`src/rtl/multicycle_stage_sequencer.sv`:
```
// -----------------------------------------------------------------------------
// multicycle_stage_sequencer
//
// Stage sequencer for the multi-cycle processor. It steps an instruction through
// stages 1..NUM_STAGES and drives the current stage number plus one-hot stage
// enables to the control signal generator.
//
// The fetch stage always waits for MEM_MFC. The memory stage waits for MEM_MFC
// only when the instruction makes a memory access. A wait that lasts
// MFC_TIMEOUT Run cycles, or a MEM_ERROR during a wait, latches a sticky fault.
// Only Reset clears the fault. The block also counts retired instructions and
// the Run cycles spent outside the fault state.
//
// Optional feature macro: STAGE_SINGLE_STEP_EN
//   When this macro is defined, the block gains a Step input. A stage advances
//   only on a Run cycle in which a rising edge of Step is seen. In a wait stage
//   the MFC must also have been seen since the stage was entered.
//
// Ports
//   Clock        in   1           system clock, rising edge
//   Reset        in   1           synchronous, active-high reset
//   Run          in   1           1 = sequence, 0 = freeze all state
//   Step         in   1           single-step request (STAGE_SINGLE_STEP_EN only)
//   Mem_Request  in   1           instruction accesses memory in MEM_STAGE
//   MEM_MFC      in   1           memory function complete
//   MEM_ERROR    in   1           memory reports an unassigned address
//   Stage        out  STAGE_W     0 = idle/fault, 1..NUM_STAGES = active stage
//   Stage_OneHot out  NUM_STAGES  bit (Stage-1) set while a stage is active
//   Mem_Wait     out  1           current stage is held waiting for MEM_MFC
//   Instr_Done   out  1           1-cycle pulse after leaving stage NUM_STAGES
//   Fault        out  1           sticky fault flag
//   Fault_Code   out  2           00 none, 01 MEM_ERROR, 10 MFC timeout
//   Instr_Count  out  32          retired instructions, wrapping
//   Cycle_Count  out  32          Run cycles outside the fault state, wrapping
// -----------------------------------------------------------------------------
module multicycle_stage_sequencer #(
   parameter int NUM_STAGES  = 5,
   parameter int FETCH_STAGE = 1,
   parameter int MEM_STAGE   = 4,
   parameter int MFC_TIMEOUT = 15,
   parameter int STAGE_W     = 4
) (
   input  logic                  Clock,
   input  logic                  Reset,
   input  logic                  Run,
`ifdef STAGE_SINGLE_STEP_EN
   input  logic                  Step,
`endif
   input  logic                  Mem_Request,
   input  logic                  MEM_MFC,
   input  logic                  MEM_ERROR,
   output logic [STAGE_W-1:0]    Stage,
   output logic [NUM_STAGES-1:0] Stage_OneHot,
   output logic                  Mem_Wait,
   output logic                  Instr_Done,
   output logic                  Fault,
   output logic [1:0]            Fault_Code,
   output logic [31:0]           Instr_Count,
   output logic [31:0]           Cycle_Count
);

   localparam logic [STAGE_W-1:0] ZERO_C    = {STAGE_W{1'b0}};
   localparam logic [STAGE_W-1:0] FIRST_C   = STAGE_W'(1);
   localparam logic [STAGE_W-1:0] LAST_C    = STAGE_W'(NUM_STAGES);
   localparam logic [STAGE_W-1:0] FETCH_C   = STAGE_W'(FETCH_STAGE);
   localparam logic [STAGE_W-1:0] MEM_C     = STAGE_W'(MEM_STAGE);
   localparam logic [7:0]         TIMEOUT_C = 8'(MFC_TIMEOUT);

   localparam logic [1:0] CODE_NONE    = 2'b00;
   localparam logic [1:0] CODE_MEM_ERR = 2'b01;
   localparam logic [1:0] CODE_TIMEOUT = 2'b10;

   typedef enum logic [1:0] {
      IDLE     = 2'd0,
      STEP     = 2'd1,
      WAIT_MFC = 2'd2,
      FAULT    = 2'd3
   } state_t;

   state_t                  state_r,      state_nx;
   logic [STAGE_W-1:0]      stage_r,      stage_nx;
   logic [NUM_STAGES-1:0]   onehot_r,     onehot_nx;
   logic [7:0]              wait_cnt_r,   wait_nx;
   logic                    done_r,       done_nx;
   logic                    fault_r,      fault_nx;
   logic [1:0]              code_r,       code_nx;
   logic [31:0]             instr_cnt_r,  instr_nx;
   logic [31:0]             cycle_cnt_r,  cycle_nx;

   logic                    waiting_s;    // stage is held for MEM_MFC this cycle
   logic                    mfc_ok_s;     // MFC condition satisfied for advancing
   logic                    step_ok_s;    // advance permitted by the step control
   logic                    adv_s;        // advance the stage on this edge
   logic                    fault_go_s;   // enter FAULT on this edge
   logic [1:0]              fault_code_s; // code latched when entering FAULT

`ifdef STAGE_SINGLE_STEP_EN
   logic                    step_d_r;
   logic                    mfc_seen_r,   mfc_seen_nx;
`endif

   // Decode the wait condition and the advance qualifiers from registered state.
   always_comb begin
      waiting_s = 1'b0;
      if (state_r == WAIT_MFC) begin
         waiting_s = 1'b1;
      end else if (state_r == STEP) begin
         waiting_s = (stage_r == FETCH_C) || ((stage_r == MEM_C) && Mem_Request);
      end else begin
         waiting_s = 1'b0;
      end
`ifdef STAGE_SINGLE_STEP_EN
      // An MFC seen earlier in this stage still counts when the Step rise arrives.
      mfc_ok_s  = MEM_MFC | mfc_seen_r;
      step_ok_s = Step & ~step_d_r;
`else
      mfc_ok_s  = MEM_MFC;
      step_ok_s = 1'b1;
`endif
   end

   // Compute the next state, stage, counters and fault status.
   always_comb begin
      state_nx     = state_r;
      stage_nx     = stage_r;
      wait_nx      = wait_cnt_r;
      done_nx      = 1'b0;
      fault_nx     = fault_r;
      code_nx      = code_r;
      instr_nx     = instr_cnt_r;
      cycle_nx     = cycle_cnt_r;
      adv_s        = 1'b0;
      fault_go_s   = 1'b0;
      fault_code_s = CODE_NONE;
      onehot_nx    = {NUM_STAGES{1'b0}};

      if (Run && (state_r != FAULT)) begin
         cycle_nx = cycle_cnt_r + 32'd1;
      end else begin
         cycle_nx = cycle_cnt_r;
      end

      if (Run) begin
         case (state_r)
            IDLE: begin
               state_nx = STEP;
               stage_nx = FIRST_C;
            end
            STEP, WAIT_MFC: begin
               if (waiting_s) begin
                  // The first wait cycle in STEP already counts toward the timeout.
                  if (MEM_ERROR) begin
                     fault_go_s   = 1'b1;
                     fault_code_s = CODE_MEM_ERR;
                  end else if (mfc_ok_s && step_ok_s) begin
                     adv_s = 1'b1;
                  end else if ((wait_cnt_r + 8'd1) >= TIMEOUT_C) begin
                     fault_go_s   = 1'b1;
                     fault_code_s = CODE_TIMEOUT;
                  end else begin
                     state_nx = WAIT_MFC;
                     wait_nx  = wait_cnt_r + 8'd1;
                  end
               end else if (step_ok_s) begin
                  adv_s = 1'b1;
               end else begin
                  adv_s = 1'b0;
               end
            end
            FAULT: begin
               state_nx = FAULT;
            end
            default: begin
               state_nx = IDLE;
               stage_nx = ZERO_C;
               wait_nx  = 8'd0;
            end
         endcase
      end else begin
         state_nx = state_r;
      end

      if (adv_s) begin
         state_nx = STEP;
         wait_nx  = 8'd0;
         if (stage_r == LAST_C) begin
            stage_nx = FIRST_C;
            done_nx  = 1'b1;
            instr_nx = instr_cnt_r + 32'd1;
         end else begin
            stage_nx = stage_r + FIRST_C;
         end
      end else if (fault_go_s) begin
         state_nx = FAULT;
         stage_nx = ZERO_C;
         wait_nx  = 8'd0;
         fault_nx = 1'b1;
         code_nx  = fault_code_s;
      end else begin
         done_nx = 1'b0;
      end

      for (int i = 0; i < NUM_STAGES; i++) begin
         if (stage_nx == STAGE_W'(i + 1)) begin
            onehot_nx[i] = 1'b1;
         end else begin
            onehot_nx[i] = 1'b0;
         end
      end

`ifdef STAGE_SINGLE_STEP_EN
      if (!Run) begin
         mfc_seen_nx = mfc_seen_r;
      end else if (adv_s || fault_go_s) begin
         mfc_seen_nx = 1'b0;
      end else if (waiting_s && MEM_MFC) begin
         mfc_seen_nx = 1'b1;
      end else begin
         mfc_seen_nx = mfc_seen_r;
      end
`endif
   end

   // State and output registers with synchronous reset.
   always_ff @(posedge Clock) begin
      if (Reset) begin
         state_r     <= IDLE;
         stage_r     <= ZERO_C;
         onehot_r    <= {NUM_STAGES{1'b0}};
         wait_cnt_r  <= 8'd0;
         done_r      <= 1'b0;
         fault_r     <= 1'b0;
         code_r      <= CODE_NONE;
         instr_cnt_r <= 32'd0;
         cycle_cnt_r <= 32'd0;
      end else begin
         state_r     <= state_nx;
         stage_r     <= stage_nx;
         onehot_r    <= onehot_nx;
         wait_cnt_r  <= wait_nx;
         done_r      <= done_nx;
         fault_r     <= fault_nx;
         code_r      <= code_nx;
         instr_cnt_r <= instr_nx;
         cycle_cnt_r <= cycle_nx;
      end
   end

`ifdef STAGE_SINGLE_STEP_EN
   // Step edge detector and the latched MFC flag; both freeze while Run is low.
   always_ff @(posedge Clock) begin
      if (Reset) begin
         step_d_r   <= 1'b0;
         mfc_seen_r <= 1'b0;
      end else if (Run) begin
         step_d_r   <= Step;
         mfc_seen_r <= mfc_seen_nx;
      end else begin
         step_d_r   <= step_d_r;
         mfc_seen_r <= mfc_seen_r;
      end
   end
`endif

   assign Stage        = stage_r;
   assign Stage_OneHot = onehot_r;
   assign Mem_Wait     = waiting_s;
   assign Instr_Done   = done_r;
   assign Fault        = fault_r;
   assign Fault_Code   = code_r;
   assign Instr_Count  = instr_cnt_r;
   assign Cycle_Count  = cycle_cnt_r;

endmodule

```
`config.mk`:
```
export PLATFORM = sky130hd
export DESIGN_NAME = multicycle_stage_sequencer
export DESIGN_NICKNAME = d
export VERILOG_FILES = /design/src/rtl/multicycle_stage_sequencer.sv
export SDC_FILE = /design/constraint.sdc
export NUM_CORES = 1
export LEC_CHECK = 0
export CORE_AREA = 5 5 93 95
export CTS_CLUSTER_DIAMETER = 60
export DETAILED_ROUTE_END_ITERATION = 6
export DIE_AREA = 0 0 98 100
export GPL_TIMING_DRIVEN = 0
export PLACE_DENSITY = 0.88
export RECOVER_POWER = 25
export SKIP_LAST_GASP = 1
export SLEW_MARGIN = 20
export SYNTH_ARGS = -nofsm -noshare
export SYNTH_HDL_FRONTEND = slang
export SYNTH_SLANG_ARGS = --single-unit
```
`constraint.sdc`:
```
create_clock -name Clock -period 6.6 [get_ports Clock]
set_input_delay 1.98 -clock Clock [delete_from_list [all_inputs] [get_ports Clock]]
set_output_delay 1.98 -clock Clock [all_outputs]
set_load 0.03 [all_outputs]
```
==> results of run 1 <==
## logic make-up after synthesis
family	after synthesis	synth area share, %
simple gates	220	29.58
flops	87	42.23
compound gates	57	9.860
xor+xnor	55	11.68
buf+inv	33	3.125
fa+ha+maj	9	2.731
mux	3	0.7888
## registers in the layout (all words and copies together), names as in the netlist
signal and count:
Fault 1, Instr_Done 1, state_r 2, Stage 4, Instr_Count 32, Stage_OneHot 5
Fault_Code 2, wait_cnt_r 8, Cycle_Count 32
## synthesized netlist by cell type, types with 3 or more instances
cell / count / area share (%)
a21oi_1: 15 / 1.8
a41o_1: 3 / 0.73
and2_1: 6 / 0.91
and3_1: 10 / 1.5
and4_1: 7 / 1.5
buf_2: 4 / 0.49
clkbuf_1: 11 / 1.0
dfxtp_1: 87 / 42
ha_1: 9 / 2.7
inv_1: 18 / 1.6
nand2_1: 28 / 2.5
nand2b_1: 3 / 0.46
nand3_1: 25 / 3.0
nand4_1: 16 / 2.4
nor2_1: 68 / 6.2
nor2b_1: 4 / 0.61
nor3_1: 11 / 1.3
nor4_1: 6 / 0.91
nor4_2: 6 / 1.8
o211ai_1: 3 / 0.55
o21ai_0: 15 / 1.8
or3_1: 12 / 1.8
xnor2_1: 24 / 5.1
xor2_1: 31 / 6.6
## critical path, stage by stage
cell	delay (ns)
clkdlybuf4s50_1	0.39
and3b_1	0.18
o21a_1	0.23
or2_2	0.31
clkdlybuf4s50_1	0.60
## layer usage
| layer | vias to the layer above | track usage (%) |
|---|---|---|
| met5 | - | 0 |
| met4 | 0 | 5.431 |
| met3 | 8 | 4.448 |
| met2 | 96 | 36.34 |
| met1 | 1757 | 23.35 |
| li1 | 1834 | - |
## stage by stage
| stage | hold slack [ns] | setup WS [ns] |
|---|---|---|
| finish | 0.4964 | 0.9321 |
| global route | 0.5335 | 0.8586 |
| CTS | 0.4980 | 0.9259 |
| detailed placement | 0.4853 | 0.9303 |
| global placement | 0.4688 | 0.9361 |
| floorplan | 0.4688 | 1.895 |
## report_power, final
part	leakage (nW)	total, mW	switching [mW]	internal (mW)
registers	0.702	0.539	0.00788	0.531
clock network	0.0732	0.328	0.189	0.139
logic	1.10	0.0992	0.0619	0.0373
## area by class of cell
cell class | instances | area (µm²) | area share, %
multi-input combinational | 344 | 2253 | 43.03
sequential | 87 | 1742 | 33.26
timing repair buffer | 82 | 820.8 | 15.68
clock buffer | 12 | 135.1 | 2.581
tap | 102 | 127.6 | 2.437
inverter | 18 | 67.56 | 1.290
buffer | 15 | 58.81 | 1.123
clock inverter | 4 | 31.28 | 0.5974
## worst min path at each step
stage / start / to / slack [ns] / cells past startpoint
6_report: Fault / Fault / 0.50 / 2
5_1_grt: Instr_Count[1] / Instr_Count[1] / 0.53 / 2
4_1_cts: Instr_Count[1] / Instr_Count[1] / 0.50 / 2
3_5_place_dp: Instr_Count[1] / Instr_Count[1] / 0.49 / 2
3_3_place_gp: Fault / Fault / 0.47 / 2
2_1_floorplan: wait_cnt_r[5] / wait_cnt_r[5] / 0.47 / 1
==> out/results.ini, run 1 <==
[routing]
routed.top_layer = met4
ant_nets = 0
via_count = 3695
route.met2.wl_mm = 5.011
met3_wirelength_um = 571
totalWireLength_mm = 9.861
wl_met1_mm = 4.198
first_pass_iters = 4
drtIter0Drc = 247
remaining_drc_errors = 0
wl_per_cell_um = 14.85
viasPerCell = 5.565

[floorplanning]
die_area_um2 = 9800
design.core.area_um2 = 7647
die_x_um = 98
start_util_pct = 53.93
dieHeight_um = 100
ios = 84
row_count = 32

[global_routing]
grt_pass1_wl_mm = 16.46
grt_max_degree = 15
overflow = 0
grtUsageTotal_pct = 19.85
grt_pass1_vias = 3677
antenna_found_initial = 0

[synthesis]
syn_area_um2 = 4124
ys_ff_latch = 87
synthArstFlopShare_pct = 0
syn_inst = 464
synth_area_per_cell_um2 = 8.888
yosysSeqAreaShare_pct = 42.23
syn_nets = 479
synth_edf_count = 0
synthFlopType = dfxtp_1
yosys_warnings = 0
synth.distinct_cells = 59

[sta]
min_period_ns = 5.668
fmax_ghz = 0.1764
period_share_pct = 85.88
tightest_slew_ns = 0.7004
finalHoldViolCount = 0
drv_slew = 0
finClkSkew_ns = 0.01278
setup_violations = 0
tns_ns = 0
max_slew_margin_pct = 52.88
rsz0062_at_grt = no

[setup_path]
worst-setup-path-type = input pin to output port
worst_r2r_path_depth = 8
r2r-end = Stage_OneHot[2]
worstSetupEndpointType = output port
crit_start = Mem_Request
cp_max_fo = 5
reg2reg_setup_slack_ns = 3.64
critPathCapture = Mem_Wait
critPathArrivalTime_ns = 3.69
startpoint_type = input pin
required_ns = 4.62
reg2reg_from = state_r[1]

[clocking]
cts_buffers = 9
clock_sinks = 87
cts_tree = yes
clk_latency_ns = 0.34
htree_levels = 3
cts_root_buf = clkbuf_8
clkTransAtPathRegs_ns = 0.08
ctsResizeCount = 0
cts_setup_buffers = 0
holdBufCountCts = 0
clk_path_buf_depth = 2

[cells_and_area]
final_cell_mix = dfxtp_1 (87), nor2_1 (68), clkdlybuf4s50_1 (53), xor2_1 (31), dlygate4sd3_1 (29)
fin_util_pct = 68.47
antenna_cells = 0
final_area_um2 = 5236
area_delta_synth_final_pct = 26.97
drive_above_1_share_pct = 6.228
layout_commonest_cell = dfxtp_1
fin_cells = 664
fillCellCount = 626
nets = 572

[power]
power_per_cell_area_nw_per_um2 = 184.4
ir_worst_vdd_mv = 0.09411
totalPowerFinal_uw = 965.7
p_leak_nw = 1.876

[placed_design]
detailed_place_hpwl_mm = 7.327
gp_congestion = 0.8720
place_area_um2 = 5072
dp_cells = 648
io_buffers = 82

[worst_hold_path]
hold_class = register to register

[flow_run]
drv_cap = 0

[status]
status = finished, final reports clean

(Power assumes the default switching activity.)
==> run 2: changes to the inputs <==
CORE_AREA = 5 5 101 103   (was 5 5 93 95)
DIE_AREA = 0 0 106 108   (was 0 0 98 100)
PLACE_DENSITY = 0.8   (was 0.88)
TNS_END_PERCENT = 50   (was unset)
clock period = 5 ns   (was 6.6 ns; I/O delays follow)
==> out/results.ini, run 2 (synthesis results as in run 1) <==
[global_routing]
grtUsageTotal_pct = 17.74  ; -2.1 points
overflow = 0  ; unchanged
antenna_found_initial = 0  ; unchanged
grt_max_degree = 15  ; unchanged
grt_pass1_vias = 3614  ; -1.7%
grt_pass1_wl_mm = 16.71  ; +1.5%

[clocking]
clkTransAtPathRegs_ns = 0.08  ; about the same
cts_setup_buffers = 0  ; unchanged
clock_sinks = 87  ; unchanged
cts_tree = yes
htree_levels = 3  ; unchanged
clk_latency_ns = 0.34  ; about the same
holdBufCountCts = 0  ; unchanged
cts_root_buf = clkbuf_8
cts_buffers = 9  ; unchanged
clk_path_buf_depth = 2  ; unchanged
ctsResizeCount = 0  ; unchanged

[placed_design]
detailed_place_hpwl_mm = 7.251  ; -1.0%
place_area_um2 = 5084  ; +0.22%
io_buffers = 82  ; unchanged
gp_congestion = 0.8360  ; -4.1%

[sta]
finalHoldViolCount = 0  ; unchanged
drv_slew = 0  ; unchanged
fmax_ghz = 0.2101
setup_violations = 0  ; unchanged
rsz0062_at_grt = no
finClkSkew_ns = 0.01541  ; +0.002630 ns
min_period_ns = 4.760
period_share_pct = 95.20
max_slew_margin_pct = 49.67  ; -3.2 points
tns_ns = 0  ; unchanged
tightest_slew_ns = 0.7481  ; +0.04768 ns

[routing]
drtIter0Drc = 142  ; -43%
ant_nets = 0  ; unchanged
viasPerCell = 5.450  ; -2.1%
remaining_drc_errors = 0  ; unchanged
wl_per_cell_um = 14.32  ; -3.6%
totalWireLength_mm = 9.639  ; -2.3%
via_count = 3668  ; -0.73%
first_pass_iters = 4  ; unchanged

[setup_path]
path_common_cell = clkdlybuf4s50_1
reg2reg_from = state_r[1]
required_ns = 3.50  ; -1.12 ns
cp_num_buf_inv = 2  ; unchanged
critPathArrivalTime_ns = 3.26  ; -0.43 ns
crit_start = Mem_Request
cp_max_fo = 5  ; unchanged
cpMaxStageDelayCell = clkdlybuf4s50_1
worstSetupEndpointType = output port
crit_chain = clkdlybuf4s50_1 -> and3b_1 -> o21a_1 -> or2_2 -> clkdlybuf4s50_1
startpoint_type = input pin
worst-setup-path-type = input pin to output port
crit_family = buffers and inverters
max_stage_delay_ns = 0.60  ; about the same

[cells_and_area]
layout_commonest_cell = dfxtp_1
final_area_um2 = 5301  ; +1.2%
fin_util_pct = 58.20  ; -10 points
antenna_cells = 0  ; unchanged
area_delta_synth_final_pct = 28.55
final_cell_mix = dfxtp_1 (87), nor2_1 (68), clkdlybuf4s50_1 (53), xor2_1 (31), dlygate4sd3_1 (29)
nets = 572  ; unchanged
drive_above_1_share_pct = 6.584  ; +0.36 points

[floorplanning]
ios = 84  ; unchanged
start_util_pct = 45.27  ; -8.7 points
row_count = 35  ; +9.4%
die_area_um2 = 11450  ; +17%
die_x_um = 106  ; +8.2%
design.core.area_um2 = 9109  ; +19%
dieHeight_um = 108  ; +8.0%

[power]
p_leak_nw = 1.916  ; +2.2%
ir_worst_vdd_mv = 0.1654  ; +76%
power_per_cell_area_nw_per_um2 = 260.1  ; +41%

[worst_hold_path]
hp-start = Fault
hold_class = register to register

[status]
status = finished, final reports clean

[flow_run]
drv_cap = 0  ; unchanged

run 2: cell types whose count changed in the layout (fill, tap and decap cells not counted):
cell,change
clkinvlp_4,-3
clkinv_2,+2
bufinv_16,+2
clkbuf_1,-2
clkbuf_8,+1
run 2: path summary, 6_finish.rpt:
check | slack [ns] | end | depth (start not counted)
max reg2reg | 2.08 | Stage_OneHot[2] | 8
min | 0.49 | Fault | 2
max | 0.24 | Mem_Wait | 5
min reg2reg | 0.49 | Fault | 2
run 2: worst min-delay path: cells and delay by family, from the launching register on:
family / cells / cell delay (ns)
flops: 1 / 0.33
simple gates: 2 / 0.12
run 2: stage by stage:
step | hold slack (ns) | worst slack (ns) | instances | power (mW)
2_1_floorplan | 0.4688 | 1.255 | 464 | 0.8152
3_3_place_gp | 0.4731 | 0.2540 | 657 | 0.8535
3_5_place_dp | 0.4806 | 0.2567 | 657 | 0.8565
4_1_cts | 0.4999 | 0.2457 | 673 | 1.393
5_1_grt | 0.5271 | 0.1848 | 673 | 1.442
6_report | 0.4855 | 0.2402 | 673 | 1.379
run 2: per-layer routing:
layer,vias to the layer above,GRT usage [%],part of all wire (%)
li1,1825,-,-
met1,1746,22.32,46
met2,87,29.69,48
met3,10,4.299,4.9
met4,0,6.475,1.2
met5,-,0,0
run 2: layout make-up:
type                       count  area (µm²)
buffer                        15       58.81
clock buffer                  11       141.4
clock inverter                 5       78.83
fill                         834        3807
inverter                      18       67.56
multi-input combinational    344        2253
sequential                    87        1742
tap                          111       138.9
timing repair buffer          82       820.8
run 2: report_power, final:
part           internal (mW)  switching, mW  total [mW]
combinational         0.0490         0.0788       0.128
clock                  0.296          0.244       0.540
sequential             0.701        0.00965       0.711
total                   1.05          0.333        1.38
